**src/rtl/axi_lite_slave_dual.sv**
```systemverilog
// rtl/axi_lite_slave_dual.sv - AXI4-Lite slave with concurrent read/write engines and req/ack user port
//
// Purpose : Bridges an AXI4-Lite master to a held-request / pulsed-ack register
//           interface. The write and read engines are fully independent, so one
//           write and one read can be in flight at the same time. AW and W may
//           arrive in either order. Byte strobes are forwarded unchanged.
// Macro   : AXI_LITE_SLAVE_TIMEOUT_EN - enables a per-channel watchdog that drops
//           a request left unacked for TIMEOUT_CYCLES and answers SLVERR.
// Ports   : clk, rst (sync, active high)
//           AXI-Lite write : i_awvalid/o_awready/i_awaddr, i_wvalid/o_wready/i_wdata/i_wstrb,
//                            o_bvalid/i_bready/o_bresp
//           AXI-Lite read  : i_arvalid/o_arready/i_araddr, o_rvalid/i_rready/o_rdata/o_rresp
//           User write     : o_reg_wr_req/addr/data/strb, i_reg_wr_ack_stb, i_reg_wr_invalid
//           User read      : o_reg_rd_req/addr, i_reg_rd_ack_stb, i_reg_rd_data, i_reg_rd_invalid
module axi_lite_slave_dual #(
  parameter int ADDR_WIDTH     = 32,
  parameter int DATA_WIDTH     = 32,
  parameter int STROBE_WIDTH   = DATA_WIDTH / 8,
  parameter int TIMEOUT_CYCLES = 255
) (
  input  logic                    clk,
  input  logic                    rst,
  input  logic                    i_awvalid,
  output logic                    o_awready,
  input  logic [ADDR_WIDTH-1:0]   i_awaddr,
  input  logic                    i_wvalid,
  output logic                    o_wready,
  input  logic [DATA_WIDTH-1:0]   i_wdata,
  input  logic [STROBE_WIDTH-1:0] i_wstrb,
  output logic                    o_bvalid,
  input  logic                    i_bready,
  output logic [1:0]              o_bresp,
  input  logic                    i_arvalid,
  output logic                    o_arready,
  input  logic [ADDR_WIDTH-1:0]   i_araddr,
  output logic                    o_rvalid,
  input  logic                    i_rready,
  output logic [DATA_WIDTH-1:0]   o_rdata,
  output logic [1:0]              o_rresp,
  output logic                    o_reg_wr_req,
  output logic [ADDR_WIDTH-1:0]   o_reg_wr_addr,
  output logic [DATA_WIDTH-1:0]   o_reg_wr_data,
  output logic [STROBE_WIDTH-1:0] o_reg_wr_strb,
  input  logic                    i_reg_wr_ack_stb,
  input  logic                    i_reg_wr_invalid,
  output logic                    o_reg_rd_req,
  output logic [ADDR_WIDTH-1:0]   o_reg_rd_addr,
  input  logic                    i_reg_rd_ack_stb,
  input  logic [DATA_WIDTH-1:0]   i_reg_rd_data,
  input  logic                    i_reg_rd_invalid
);

  localparam logic [1:0] RESP_OKAY   = 2'b00;
  localparam logic [1:0] RESP_SLVERR = 2'b10;
  localparam logic [1:0] RESP_DECERR = 2'b11;

  typedef enum logic [2:0] {WR_IDLE, WR_NEED_DATA, WR_NEED_ADDR, WR_USER, WR_RESP} wr_state_t;
  typedef enum logic [1:0] {RD_IDLE, RD_USER, RD_RESP} rd_state_t;

  wr_state_t wr_state, wr_state_n;
  rd_state_t rd_state, rd_state_n;

  // Every AXI/user output is a flop so that all outputs are 0 while rst is high
  // and the ready signals only rise on the first clock after reset is released.
  logic                    awready_n, wready_n, bvalid_n, wr_req_n;
  logic [1:0]              bresp_n;
  logic [ADDR_WIDTH-1:0]   wr_addr_n;
  logic [DATA_WIDTH-1:0]   wr_data_n;
  logic [STROBE_WIDTH-1:0] wr_strb_n;
  logic                    arready_n, rvalid_n, rd_req_n;
  logic [1:0]              rresp_n;
  logic [ADDR_WIDTH-1:0]   rd_addr_n;
  logic [DATA_WIDTH-1:0]   rdata_n;

  logic aw_hs, w_hs, ar_hs;
  assign aw_hs = i_awvalid && o_awready;
  assign w_hs  = i_wvalid  && o_wready;
  assign ar_hs = i_arvalid && o_arready;

  logic wr_expire, rd_expire;
`ifdef AXI_LITE_SLAVE_TIMEOUT_EN
  // Counter runs only while the engine sits in its USER state and is cleared
  // everywhere else, so it restarts each time a request rises.
  localparam int CNT_W = (TIMEOUT_CYCLES < 2) ? 1 : $clog2(TIMEOUT_CYCLES);
  localparam logic [CNT_W-1:0] CNT_LAST = CNT_W'(TIMEOUT_CYCLES - 1);
  logic [CNT_W-1:0] wr_cnt, wr_cnt_n, rd_cnt, rd_cnt_n;
  assign wr_expire = (wr_cnt == CNT_LAST);
  assign rd_expire = (rd_cnt == CNT_LAST);
`else
  assign wr_expire = 1'b0;
  assign rd_expire = 1'b0;
`endif

  always_ff @(posedge clk) begin
    if (rst) begin
      wr_state      <= WR_IDLE;
      rd_state      <= RD_IDLE;
      o_awready     <= 1'b0;
      o_wready      <= 1'b0;
      o_bvalid      <= 1'b0;
      o_bresp       <= RESP_OKAY;
      o_reg_wr_req  <= 1'b0;
      o_reg_wr_addr <= '0;
      o_reg_wr_data <= '0;
      o_reg_wr_strb <= '0;
      o_arready     <= 1'b0;
      o_rvalid      <= 1'b0;
      o_rresp       <= RESP_OKAY;
      o_rdata       <= '0;
      o_reg_rd_req  <= 1'b0;
      o_reg_rd_addr <= '0;
`ifdef AXI_LITE_SLAVE_TIMEOUT_EN
      wr_cnt        <= '0;
      rd_cnt        <= '0;
`endif
    end else begin
      wr_state      <= wr_state_n;
      rd_state      <= rd_state_n;
      o_awready     <= awready_n;
      o_wready      <= wready_n;
      o_bvalid      <= bvalid_n;
      o_bresp       <= bresp_n;
      o_reg_wr_req  <= wr_req_n;
      o_reg_wr_addr <= wr_addr_n;
      o_reg_wr_data <= wr_data_n;
      o_reg_wr_strb <= wr_strb_n;
      o_arready     <= arready_n;
      o_rvalid      <= rvalid_n;
      o_rresp       <= rresp_n;
      o_rdata       <= rdata_n;
      o_reg_rd_req  <= rd_req_n;
      o_reg_rd_addr <= rd_addr_n;
`ifdef AXI_LITE_SLAVE_TIMEOUT_EN
      wr_cnt        <= wr_cnt_n;
      rd_cnt        <= rd_cnt_n;
`endif
    end
  end

  // Write engine
  always_comb begin
    wr_state_n = wr_state;
    awready_n  = o_awready;
    wready_n   = o_wready;
    bvalid_n   = o_bvalid;
    bresp_n    = o_bresp;
    wr_req_n   = o_reg_wr_req;
    wr_addr_n  = o_reg_wr_addr;
    wr_data_n  = o_reg_wr_data;
    wr_strb_n  = o_reg_wr_strb;
`ifdef AXI_LITE_SLAVE_TIMEOUT_EN
    wr_cnt_n   = '0;
`endif
    case (wr_state)
      WR_IDLE: begin
        awready_n = 1'b1;
        wready_n  = 1'b1;
        if (aw_hs) wr_addr_n = i_awaddr;
        if (w_hs) begin
          wr_data_n = i_wdata;
          wr_strb_n = i_wstrb;
        end
        if (aw_hs && w_hs) begin
          awready_n  = 1'b0;
          wready_n   = 1'b0;
          wr_req_n   = 1'b1;
          wr_state_n = WR_USER;
        end else if (aw_hs) begin
          awready_n  = 1'b0;
          wr_state_n = WR_NEED_DATA;
        end else if (w_hs) begin
          wready_n   = 1'b0;
          wr_state_n = WR_NEED_ADDR;
        end
      end
      WR_NEED_DATA: begin
        if (w_hs) begin
          wr_data_n  = i_wdata;
          wr_strb_n  = i_wstrb;
          wready_n   = 1'b0;
          wr_req_n   = 1'b1;
          wr_state_n = WR_USER;
        end
      end
      WR_NEED_ADDR: begin
        if (aw_hs) begin
          wr_addr_n  = i_awaddr;
          awready_n  = 1'b0;
          wr_req_n   = 1'b1;
          wr_state_n = WR_USER;
        end
      end
      WR_USER: begin
        // An ack on the terminal count still wins over the watchdog.
        if (i_reg_wr_ack_stb) begin
          wr_req_n   = 1'b0;
          bvalid_n   = 1'b1;
          bresp_n    = i_reg_wr_invalid ? RESP_DECERR : RESP_OKAY;
          wr_state_n = WR_RESP;
        end else if (wr_expire) begin
          wr_req_n   = 1'b0;
          bvalid_n   = 1'b1;
          bresp_n    = RESP_SLVERR;
          wr_state_n = WR_RESP;
        end
`ifdef AXI_LITE_SLAVE_TIMEOUT_EN
        else begin
          wr_cnt_n = wr_cnt + 1'b1;
        end
`endif
      end
      WR_RESP: begin
        if (i_bready) begin
          bvalid_n   = 1'b0;
          bresp_n    = RESP_OKAY;
          awready_n  = 1'b1;
          wready_n   = 1'b1;
          wr_state_n = WR_IDLE;
        end
      end
      default: wr_state_n = WR_IDLE;
    endcase
  end

  // Read engine
  always_comb begin
    rd_state_n = rd_state;
    arready_n  = o_arready;
    rvalid_n   = o_rvalid;
    rresp_n    = o_rresp;
    rdata_n    = o_rdata;
    rd_req_n   = o_reg_rd_req;
    rd_addr_n  = o_reg_rd_addr;
`ifdef AXI_LITE_SLAVE_TIMEOUT_EN
    rd_cnt_n   = '0;
`endif
    case (rd_state)
      RD_IDLE: begin
        arready_n = 1'b1;
        if (ar_hs) begin
          rd_addr_n  = i_araddr;
          arready_n  = 1'b0;
          rd_req_n   = 1'b1;
          rd_state_n = RD_USER;
        end
      end
      RD_USER: begin
        if (i_reg_rd_ack_stb) begin
          rd_req_n   = 1'b0;
          rvalid_n   = 1'b1;
          rdata_n    = i_reg_rd_data;
          rresp_n    = i_reg_rd_invalid ? RESP_DECERR : RESP_OKAY;
          rd_state_n = RD_RESP;
        end else if (rd_expire) begin
          rd_req_n   = 1'b0;
          rvalid_n   = 1'b1;
          rdata_n    = '0;
          rresp_n    = RESP_SLVERR;
          rd_state_n = RD_RESP;
        end
`ifdef AXI_LITE_SLAVE_TIMEOUT_EN
        else begin
          rd_cnt_n = rd_cnt + 1'b1;
        end
`endif
      end
      RD_RESP: begin
        if (i_rready) begin
          rvalid_n   = 1'b0;
          arready_n  = 1'b1;
          rd_state_n = RD_IDLE;
        end
      end
      default: rd_state_n = RD_IDLE;
    endcase
  end

endmodule
```
**config.mk**
```make
export PLATFORM = sky130hd
export DESIGN_NAME = axi_lite_slave_dual
export DESIGN_NICKNAME = d
export VERILOG_FILES = /design/src/rtl/axi_lite_slave_dual.sv
export SDC_FILE = /design/constraint.sdc
export NUM_CORES = 1
export LEC_CHECK = 0
export CAP_MARGIN = 15
export CORE_UTILIZATION = 43
export CTS_BUF_LIST = sky130_fd_sc_hd__clkbuf_4
export DETAILED_ROUTE_END_ITERATION = 6
export PLACE_DENSITY = 0.94
export SYNTH_ARGS = -nofsm -noshare
export SYNTH_HDL_FRONTEND = slang
export SYNTH_SLANG_ARGS = --single-unit
export TNS_END_PERCENT = 20
```
**constraint.sdc**
```tcl
create_clock -name clk -period 3.19 [get_ports clk]
set_input_delay 0.957 -clock clk [delete_from_list [all_inputs] [get_ports clk]]
set_output_delay 0.957 -clock clk [all_outputs]
set_load 0.03 [all_outputs]
```
Yosys cells after proc, flatten, opt, wreduce, memory -nomap -nowiden

Cells that the tools add are included.
W data, S select, Z words.

Output and inout port bits: 143
Input port bits: 143
Register bits after elaboration: 148
Logic and storage cells: 103

Mux-type cells: 44
Equality and inequality tests: 15
Reductions and logical operators: 28

Operators by type and width:

| operator             | number |
|---|---|
| $mux W3              | 7 |
| $mux W1              | 20 |
| $reduce_and A3 Y1    | 6 |
| $ne A2 B2 Y1 const B | 8 |
| $pmux W3 S5          | 1 |
| $mux W2              | 7 |
| $reduce_and A2 Y1    | 5 |
| $reduce_and A5 Y1    | 2 |
| $pmux W1 S2          | 4 |
| $reduce_bool A2 Y1   | 4 |
| $eq A3 B2 Y1 const B | 2 |
| $pmux W1 S3          | 2 |
| $pmux W2 S3          | 1 |
| $reduce_bool A3 Y1   | 2 |
| $logic_and A1 B1 Y1  | 4 |
| $ne A4 B4 Y1 const B | 1 |
| $pmux W1 S4          | 1 |
| $pmux W2 S2          | 1 |
| $reduce_bool A4 Y1   | 1 |
| $reduce_or A2 Y1     | 2 |
| $eq A3 B1 Y1 const B | 1 |
| $eq A3 B3 Y1 const B | 1 |
| $logic_not A3 Y1     | 1 |
| $eq A2 B1 Y1 const B | 1 |
| other kinds (2)      | 2 |

Longest topological paths before layout

Word-level depth: 5
Depth in mapped cells: 6
Depth with buffers taken out: 4

Worst setup path before layout

No wires, ideal clock.

Kind: input to register
Start: input port i_wvalid
End: register o_reg_wr_data[25]
Stages on the path: 6
Arrival: 1.800 ns
Slack: 1.258 ns
Path buffers: 2
Cell sequence: nand2_1 > or3_1 > buf_2 > buf_6 > nand2_1 > a21oi_1

Longest elaborated chain between the ends: 2

RTL lines:

| item                        | RTL line | source |
|---|---|---|
| from (decl)                 | 26       | `input logic i_wvalid,` |
| $logic_and A1 B1 Y1         | 77       | `assign w_hs = i_wvalid && o_wready;` |
| $reduce_and A2 Y1 (no line) | --       |  |
| to (signal assigned)        | 125      | `o_reg_wr_data <= wr_data_n;` |
| to (decl)                   | 42       | `output logic [DATA_WIDTH-1:0] o_reg_wr_data,` |

No other way between the ends.
A chain may end at the register's enable or synchronous reset.

Worst setup path after layout

Start: register o_awready
End: output port o_awready

RTL lines:

| item                   | RTL line | source |
|---|---|---|
| from (decl)            | 24       | `output logic o_awready,` |
| from (signal assigned) | 119      | `o_awready <= awready_n;` |

No word-level cell between the ends.

==> results_dict.tcl <==
set metrics [dict create \
    cts.clk_slew.worst_paths_ns 0.11 \
    status "complete, no violations" \
    grt_usage 0.243 \
    critPathMaxFanout 5 \
    drive_above_1_share 0.0498 \
    netlist_instances 666 \
    fill_cells 894 \
    synth-seq-cells 146 \
    antenna_found_initial 0 \
    drc 0 \
    synth_top_area_cell "dfxtp_1" \
    cts_root_buf "clkbuf_4" \
    hpwl_mm 11.2 \
    drv_slew 0 \
    ir_drop_mv 0.340 \
    r2r-start "rd_state[0]$_SDFFE_PP0P_" \
    power.density_nw_per_um2 575 \
    grt_pass1_vias 5057 \
    rows 40 \
    diodes 0 \
    p_sw_mw 1.56 \
    fin_setup_tns_ns 0 \
    slowest_stage "clkdlybuf4s50_1" \
    num_vias 5480 \
    netlist_area_um2 5260 \
    hold_viol 0 \
    die_h_um 113 \
    grt_pass1_wl_mm 24.1 \
    drt_wl_total_mm 15.6 \
    maxClockFrequency_ghz 0.380 \
    worstPathCellList "clkdlybuf4s50_1" \
    total_power_mw 4.88 \
    worst_slew_pin_slew_ns 0.697 \
    p_seq_frac 0.439 \
    start_util 0.440 \
    cts_hold_buf 0 \
    fin_skew_ns 0.0112 \
    critPathLaunchType "flip-flop" \
    reg2reg_depth 4 \
    setup_viol 0 \
    worstPathRequired_ns 2.23 \
    r2r_end "o_reg_rd_addr[25]$_SDFFE_PP0P_" \
    crit_family "buffers and inverters" \
    post-route-util 0.708 \
    cp.depth 1 \
    finalCriticalPeriod_ns 2.63 \
    rsz0062_at_grt "no" \
    clk_path_buf_depth 2 \
    drt_iter0_markers 480 \
    nets 1073 \
    wire_per_inst_um 14.3 \
    slew-limit-headroom 0.536 \
    p_sw_frac 0.320 \
    path_buf_inv 1 \
    numCtsBuffers 17 \
    cp-startpoint "o_awready$_SDFFE_PP0P_" \
    viasPerCell 5.03 \
    ys_seq_area_frac 0.555 \
    io_pins 286 \
    port_buffers 285 \
    yosysTopAreaCellShare 0.555 \
    internal_power_mw 3.32 \
    maxCapViolCount 0 \
    syn2layout_area_growth_pct 61.0 \
    clockPowerShare 0.268 \
    cts_setup_buffers 0 \
    ys.warnings.count 0 \
    worstSetupPathType "reg -> out" \
    clock_latency_ns 0.51 \
    core_area_um2 12000 \
    dr.pass1.iters 7 \
    pwr-share-comb 0.292 \
    worst_ep_arrival_time_ns 1.68 \
    synth_fp_nets 809 \
    rrSetupSlack_ns 1.51 \
    synth_cell_types 37 \
    end_kind "primary output" \
    clock-sinks 146 \
    grt_max_degree 55 \
    cts_tree "yes" \
    gp_congestion 0.759 \
    die_x_um 113 \
    syn_area_per_cell_um2 7.90 \
    cts_resized 0 \
    antenna_left 0 \
    hp-class "reg -> reg" \
    h-tree-depth 4 \
    critPathMaxStageDelay_ns 0.72 \
    layout_worst_path_cycle_share 0.826 \
    synth_area_leaders "dfxtp_1 56%, nand2_1 20%, a21oi_1 14%, buf_2 2.1%, clkbuf_1 1.3%" \
    die_area_um2 12700 \
    grt-ovfl-total 0 \
    critPathCapture "o_awready" \
    p_leak_nw 2.99 \
]
sequential cells by signal, indices dropped and copies added, names as in the netlist:
name,flops
o_awready,1
o_bresp,1
o_reg_wr_addr,32
o_bvalid,1
o_reg_rd_req,1
wr_state,3
o_reg_wr_data,32
o_rresp,1
o_arready,1
rd_state,2
o_rdata,32
o_reg_wr_req,1
o_wready,1
o_reg_wr_strb,4
o_reg_rd_addr,32
o_rvalid,1
Yosys cell counts:
| cell type | count |
|---|---|
| nand4bb_1 | 1 |
| o21ai_0 | 3 |
| o21ai_1 | 1 |
| o21bai_1 | 1 |
| a22oi_1 | 1 |
| and3_1 | 1 |
| a21o_1 | 1 |
| o221a_2 | 1 |
| a21boi_0 | 1 |
| or2_2 | 3 |
| or4_1 | 1 |
| dfxtp_1 | 146 |
| o22ai_1 | 1 |
| nor4bb_1 | 1 |
| or3_1 | 2 |
| clkbuf_1 | 18 |
| nor3_2 | 1 |
| and2_1 | 1 |
| a31oi_1 | 1 |
| nor3_4 | 1 |
| or3b_2 | 1 |
| a211oi_1 | 1 |
| nor2_1 | 12 |
| buf_4 | 6 |
| nor2b_1 | 1 |
| o211a_1 | 1 |
| nor3_1 | 2 |
| a21oi_1 | 147 |
| o32ai_1 | 1 |
| buf_6 | 4 |
| buf_2 | 22 |
| nand2_2 | 1 |
| mux2i_1 | 1 |
| nand2_1 | 274 |
| nand3_1 | 1 |
| o211ai_1 | 1 |
| inv_1 | 3 |
cells in the final DEF, fill, tap and decap left out, types with 2 or more instances in the layout:
cell and count:
clkinv_2 2, clkbuf_4 18, clkdlybuf4s50_1 284, inv_1 3
bufinv_16 5, buf_4 9, nand2_1 274, clkinv_1 6
dfxtp_1 146, nor2_1 11, or2_2 3, nor3_1 2
o21ai_0 3, buf_12 2, a21oi_1 147, or3_1 2
cells by family after synthesis:
| kind of cell | count (synthesis) | synth area share |
|---|---|---|
| simple gates | 304 | 0.230 |
| compound gates | 162 | 0.160 |
| flops | 146 | 0.555 |
| buf+inv | 53 | 0.0530 |
| mux | 1 | 0.00190 |
how the worst min path moves through the flow:
stage	to	from	cells past startpoint
after floorplan	rd_state[1]$_SDFFE_PP0P_	rd_state[1]$_SDFFE_PP0P_	2
after global routing	o_reg_rd_addr[20]$_SDFFE_PP0P_	o_reg_rd_addr[20]$_SDFFE_PP0P_	2
final	o_reg_wr_data[6]$_SDFFE_PP0P_	o_reg_wr_data[6]$_SDFFE_PP0P_	2
after global placement	o_reg_rd_addr[21]$_SDFFE_PP0P_	o_reg_rd_addr[21]$_SDFFE_PP0P_	2
after CTS	o_reg_wr_data[6]$_SDFFE_PP0P_	o_reg_wr_data[6]$_SDFFE_PP0P_	2
after detailed placement	o_reg_wr_data[0]$_SDFFE_PP0P_	o_reg_wr_data[0]$_SDFFE_PP0P_	2
final cells by class:
class | instances | area, um^2 | area share
Clock buffer | 18 | 135 | 0.0159
Inverter | 3 | 11.3 | 0.00133
Sequential cell | 146 | 2920 | 0.345
Clock inverter | 14 | 191 | 0.0226
Multi-Input combinational cell | 467 | 2080 | 0.245
Tap cell | 147 | 184 | 0.0217
Timing Repair Buffer | 295 | 2950 | 0.348
stage by stage:
step	worst slack, ns	area [um^2]	hold WS [ns]	instances
after floorplan	1.26	5260	0.494	666
after global placement	0.659	8150	0.440	1058
after detailed placement	0.592	8150	0.446	1058
after CTS	0.482	8470	0.462	1090
after global routing	0.427	8470	0.477	1090
final	0.556	8470	0.459	1090
layer usage:
metal / share of wire / GRT usage / vias to the layer above
li1: - / - / 2686
met1: 0.39 / 0.264 / 2521
met2: 0.50 / 0.419 / 243
met3: 0.086 / 0.0853 / 30
met4: 0.026 / 0.120 / 0
met5: 0 / 0 / -
power groups by stage:
stage,sequential (mW),clock [mW],combinational (mW)
after floorplan,2.46,0,0.541
after global placement,2.18,0,1.40
after detailed placement,2.18,0,1.42
after CTS,2.14,1.35,1.43
after global routing,2.17,1.42,1.53
final,2.14,1.31,1.42
Power figures use the tool's default switching activity.
